File: src/rtl/alu_sequencer.sv
// alu_sequencer: issue/writeback controller for an external combinational 8-bit ALU.
// Accepts 9-bit instructions (opcode/rd/rs-imm), sources operands from an 8-entry
// register file, writes back ALU results or flags, and runs load/store through a
// request/acknowledge memory port that has a bounded wait.
module alu_sequencer #(
    parameter int DW          = 8,
    parameter int MEM_TIMEOUT = 16
) (
    input  logic          clk,
    input  logic          rst_n,
    input  logic          instr_valid,
    output logic          instr_ready,
    input  logic [8:0]    instr,
    output logic [3:0]    alu_op,
    output logic [DW-1:0] alu_a,
    output logic [DW-1:0] alu_b,
    input  logic [DW-1:0] alu_rslt,
    input  logic          alu_neg,
    input  logic          alu_zero,
    output logic          mem_req,
    output logic          mem_we,
    output logic [DW-1:0] mem_addr,
    output logic [DW-1:0] mem_wdata,
    input  logic [DW-1:0] mem_rdata,
    input  logic          mem_ack,
    output logic          op_done,
    output logic          flag_neg,
    output logic          flag_zero,
    output logic          err,
    input  logic [2:0]    dbg_addr,
    output logic [DW-1:0] dbg_data
);

    localparam int CW = $clog2(MEM_TIMEOUT);

    localparam logic [3:0] OP_CMP  = 4'b0110;
    localparam logic [3:0] OP_CMPI = 4'b0111;
    localparam logic [3:0] OP_MVI  = 4'b1001;
    localparam logic [3:0] OP_LDR  = 4'b1010;
    localparam logic [3:0] OP_STR  = 4'b1011;
    localparam logic [3:0] OP_LSI  = 4'b1100;
    localparam logic [3:0] OP_ORI  = 4'b1101;

    typedef enum logic [1:0] {
        S_IDLE = 2'd0,
        S_EXEC = 2'd1,
        S_MEM  = 2'd2
    } state_t;

    state_t          r_state;
    state_t          w_next;
    logic [8:0]      r_instr;
    logic [DW-1:0]   r_rf [0:7];
    logic [CW-1:0]   r_cnt;

    logic [3:0]      w_op;
    logic [2:0]      w_rd;
    logic [1:0]      w_rs;
    logic [DW-1:0]   w_imm;
    logic            w_is_imm;
    logic            w_is_cmp;
    logic            w_is_mem;
    logic            w_timeout;

    // Decode fields of the latched instruction
    assign w_op      = r_instr[8:5];
    assign w_rd      = r_instr[4:2];
    assign w_rs      = r_instr[1:0];
    assign w_imm     = {{(DW-2){1'b0}}, r_instr[1:0]};
    assign w_is_imm  = (w_op == OP_CMPI) || (w_op == OP_MVI) ||
                       (w_op == OP_LSI)  || (w_op == OP_ORI);
    assign w_is_cmp  = (w_op == OP_CMP) || (w_op == OP_CMPI);
    assign w_is_mem  = (w_op == OP_LDR) || (w_op == OP_STR);
    assign w_timeout = (r_cnt == CW'(MEM_TIMEOUT - 1));

    // ALU drive is purely combinational from the latched instruction in every state
    assign alu_op   = w_op;
    assign alu_a    = r_rf[w_rd];
    assign alu_b    = w_is_imm ? w_imm : r_rf[{1'b0, w_rs}];
    assign dbg_data = r_rf[dbg_addr];

    // State register
    always_ff @(posedge clk or negedge rst_n) begin
        if (!rst_n) begin
            r_state <= S_IDLE;
        end else begin
            r_state <= w_next;
        end
    end

    // Next-state logic; a memory op leaves MEM on ack or when the wait bound expires
    always_comb begin
        w_next = r_state;
        case (r_state)
            S_IDLE: if (instr_valid) w_next = S_EXEC;
            S_EXEC: w_next = w_is_mem ? S_MEM : S_IDLE;
            S_MEM:  if (mem_ack || w_timeout) w_next = S_IDLE;
            default: w_next = S_IDLE;
        endcase
    end

    // Output logic: ready only while idle
    always_comb begin
        instr_ready = (r_state == S_IDLE);
    end

    // Datapath: instruction latch, register file writeback, flags, memory port, timeout count
    always_ff @(posedge clk or negedge rst_n) begin
        if (!rst_n) begin
            r_instr   <= '0;
            for (int i = 0; i < 8; i++) r_rf[i] <= '0;
            r_cnt     <= '0;
            flag_neg  <= 1'b0;
            flag_zero <= 1'b0;
            err       <= 1'b0;
            op_done   <= 1'b0;
            mem_req   <= 1'b0;
            mem_we    <= 1'b0;
            mem_addr  <= '0;
            mem_wdata <= '0;
        end else begin
            op_done <= 1'b0;
            case (r_state)
                S_IDLE: begin
                    if (instr_valid) r_instr <= instr;
                end
                S_EXEC: begin
                    if (w_is_cmp) begin
                        flag_neg  <= alu_neg;
                        flag_zero <= alu_zero;
                        op_done   <= 1'b1;
                    end else if (w_is_mem) begin
                        mem_addr  <= alu_rslt;
                        mem_wdata <= r_rf[w_rd];
                        mem_we    <= (w_op == OP_STR);
                        mem_req   <= 1'b1;
                        r_cnt     <= '0;
                    end else begin
                        r_rf[w_rd] <= alu_rslt;
                        op_done    <= 1'b1;
                    end
                end
                S_MEM: begin
                    if (mem_ack) begin
                        if (w_op == OP_LDR) r_rf[w_rd] <= mem_rdata;
                        mem_req <= 1'b0;
                        op_done <= 1'b1;
                    end else if (w_timeout) begin
                        err     <= 1'b1;
                        mem_req <= 1'b0;
                        op_done <= 1'b1;
                    end else begin
                        r_cnt <= r_cnt + CW'(1);
                    end
                end
                default: ;
            endcase
        end
    end

endmodule
File: config.mk
export PLATFORM = sky130hd
export DESIGN_NAME = alu_sequencer
export DESIGN_NICKNAME = d
export VERILOG_FILES = /design/src/rtl/alu_sequencer.sv
export SDC_FILE = /design/constraint.sdc
export NUM_CORES = 1
export LEC_CHECK = 0
export ABC_AREA = 0
export CORE_MARGIN = 3
export CORE_UTILIZATION = 35
export CTS_BUF_LIST = sky130_fd_sc_hd__clkbuf_2
export DETAILED_ROUTE_END_ITERATION = 10
export PLACE_DENSITY_LB_ADDON = 0.08
export SLEW_MARGIN = 30
export SYNTH_ARGS = -nofsm -noshare
export SYNTH_HDL_FRONTEND = slang
export SYNTH_SLANG_ARGS = --single-unit
File: constraint.sdc
create_clock -name clk -period 6 [get_ports clk]
set_input_delay 0.6 -clock clk [delete_from_list [all_inputs] [get_ports clk]]
set_output_delay 0.6 -clock clk [all_outputs]
set_load 0.05 [all_outputs]
==> flow_summary.yaml <==
layout:
  stdcell_area_um2: 6769
  nets: 558
  drive_above_1_share: 0.3073
  seqCellArea_um2: 2527
  synthToLayoutAreaGrowth_pct: 19.53
  nFillCells: 1465
  multi_input_area_um2: 2937
setup_path:
  crit_chain: "buf_4 -> mux2_2 -> o22ai_1 -> a221oi_1 -> clkdlybuf4s50_1"
  critPathCaptureType: "output port"
  startpoint_type: "flop"
  crit_slowest_cell: "clkdlybuf4s50_1"
  criticalPathCategory: "flop to output port"
  crit_arrival_ps: 3090
  cpPeakStageDelay_ps: 890
  crit_buf_inv: 2
  crit_family: "buffers and inverters"
  worstPathMaxFanout: 44
  worstPathRequired_ps: 5400
synthesis:
  synth_top_area_frac: 0.4463
  synth_area_um2: 5663
  synth-seq-cells: 101
  syn_inst: 449
  synthArstFlopShare: 1.000
  ys_top_cells_by_area: "dfrtp_1 (45%), mux2_2 (21%), mux4_2 (8.7%)"
  yosysWarnings: 0
  synth.distinct_cells: 47
  synth_commonest_cells: "mux2_2 (105), dfrtp_1 (101), nand2_1 (38)"
  syn-num-nets: 487
  ys_seq_area_frac: 0.4463
  syn_area_per_cell_um2: 12.61
  synth_ff_type: "dfrtp_1"
  synth_edf_count: 0
  synth_area_leader_cell: "dfrtp_1"
  yosysMostFrequentCell: "mux2_2"
floorplanning:
  core_um2: 15540
  fp.dieH_um: 133.2
  die-area_um2: 17740
  fp.dieW_um: 133.2
  start_util: 0.3644
  io_pins: 85
  row_count: 45
global_routing:
  grt_pass1_wl_mm: 25.22
  met2_usage: 0.2791
  antenna_found_initial: 1
  grt_pass1_vias: 4182
  grt_use_met1: 0.2666
  top_usage_layer: "met2"
  met3_usage: 0.04758
  grt_use_total: 0.1846
  grt_max_degree: 73
  overflow: 0
routing:
  drtAntennaViolNets: 0
  drtIter0Drc: 153
  dr.pass1.iters: 4
  remaining_drc_errors: 0
  wl_per_cell_um: 21.44
  routed_wl_mm: 15.78
  via_count: 3998
  vias_per_cell: 5.432
clock_network:
  cts_tree: "built"
  cts.htree.levels: 3
  cts_setup_buffers: 0
  path_clk_slew_ps: 260
  clockBufferDepth: 2
  numCtsBuffers: 9
  clock_latency_ps: 630
  clockRootBuffer: "clkbuf_2"
  clkSinkCount: 101
sta:
  setup_viol: 0
  clock_skew_ps: 28.92
  rsz0062_at_grt: "no"
  slew_violations: 0
  post-route-period-util: 0.6158
  max_slew.worst_pin.slew_ps: 899.3
  slew_headroom: 0.3986
  setup_tns_ps: 0
  max_freq_mhz: 270.7
  min_period_ps: 3695
  final-hold-violation-count: 0
flow_run:
  cap_violations: 0
place:
  place.gp.congestion: 0.7761
  io_buffer_count: 84
  placed_area_um2: 6653
  place_hpwl_mm: 10.56
worst_hold_path:
  min_path_type: "primary input to async pin"
status:
  outcome: "finished, final reports clean"
[kinds of logic after synthesis]
| family | share of synthesized area |
|---|---|
| multiplexers | 0.3467 |
| AND/OR/NAND/NOR | 0.08330 |
| buffers and inverters | 0.03535 |
| flip-flops | 0.4463 |
| AO/OA/AOI/OAI | 0.07954 |
| adder cells (fa/ha/maj) | 0.008838 |
[cells in the final DEF (no fill, tap or decap), types with 7 or more instances in the layout]
| master | instances |
|---|---|
| nor2b_1 | 9 |
| mux2_2 | 105 |
| nand4_1 | 7 |
| dfrtp_1 | 101 |
| a21oi_1 | 8 |
| o21ai_0 | 9 |
| nor2_1 | 8 |
| nand2_1 | 38 |
| clkbuf_2 | 9 |
| mux4_2 | 22 |
| mux2i_1 | 27 |
| clkdlybuf4s50_1 | 83 |
| nand3_1 | 12 |
| inv_1 | 10 |
[routing by layer]
layer	routed length (um)	share of wire
met5	0	0
met3	694	0.044
met1	7554	0.48
met4	276	0.017
met2	7254	0.46
[per-stage QoR]
step | util | hold slack [ps] | cells | worst slack [ps]
4_1_cts | 0.4352 | 377.2 | 735 | 2241
5_1_grt | 0.4356 | 378.0 | 736 | 2127
3_5_place_dp | 0.4281 | 466.5 | 719 | 2305
3_3_place_gp | 0.4280 | 460.9 | 719 | 2398
6_report | 0.4356 | 415.9 | 736 | 2305
2_1_floorplan | - | 304.4 | 449 | 3142
[registers in the layout, summed over array words and instances (netlist names)]
name       flops
r_rf          64
r_instr        9
mem_addr       8
mem_wdata      8
r_cnt          4
r_state        2
err            1
flag_neg       1
flag_zero      1
mem_req        1
mem_we         1
op_done        1
[path summary, 6_finish.rpt]
check	start	end	slack (ps)	cells past startpoint
setup reg to reg	r_state[0]$_DFFE_PN0P_	r_rf[22]$_DFFE_PN0P_	3340	6
min in group clk	err$_DFFE_PN0P_	err$_DFFE_PN0P_	510	2
hold / removal	rst_n	r_instr[4]$_DFFE_PN0P_	420	2
setup / recovery	r_instr[3]$_DFFE_PN0P_	alu_a[3]	2310	5
max in group asynchronous	rst_n	r_rf[1]$_DFFE_PN0P_	4580	3
hold reg to reg	err$_DFFE_PN0P_	err$_DFFE_PN0P_	510	2
[timing repair]
item / 4_1_cts / 5_1_grt
hold buffers: 1 / 0
setup endpoints to repair: 0 / 0
hold endpoints to repair: 29 / 0
gates resized for setup: 0 / 0
[cell type report]
| type | instances | area share |
|---|---|---|
| well taps | 211 | 0.03900 |
| multi-input cells | 306 | 0.4338 |
| inverters | 11 | 0.006100 |
| flip-flops and latches | 101 | 0.3734 |
| clock buffers | 9 | 0.006654 |
| repair buffers | 91 | 0.1325 |
| diodes | 1 | 0.0003697 |
| clock inverters | 6 | 0.008133 |
Power is left out: the tool's default activity adds up to more than one toggle a clock period on the data nets, which glitch-free logic cannot reach.
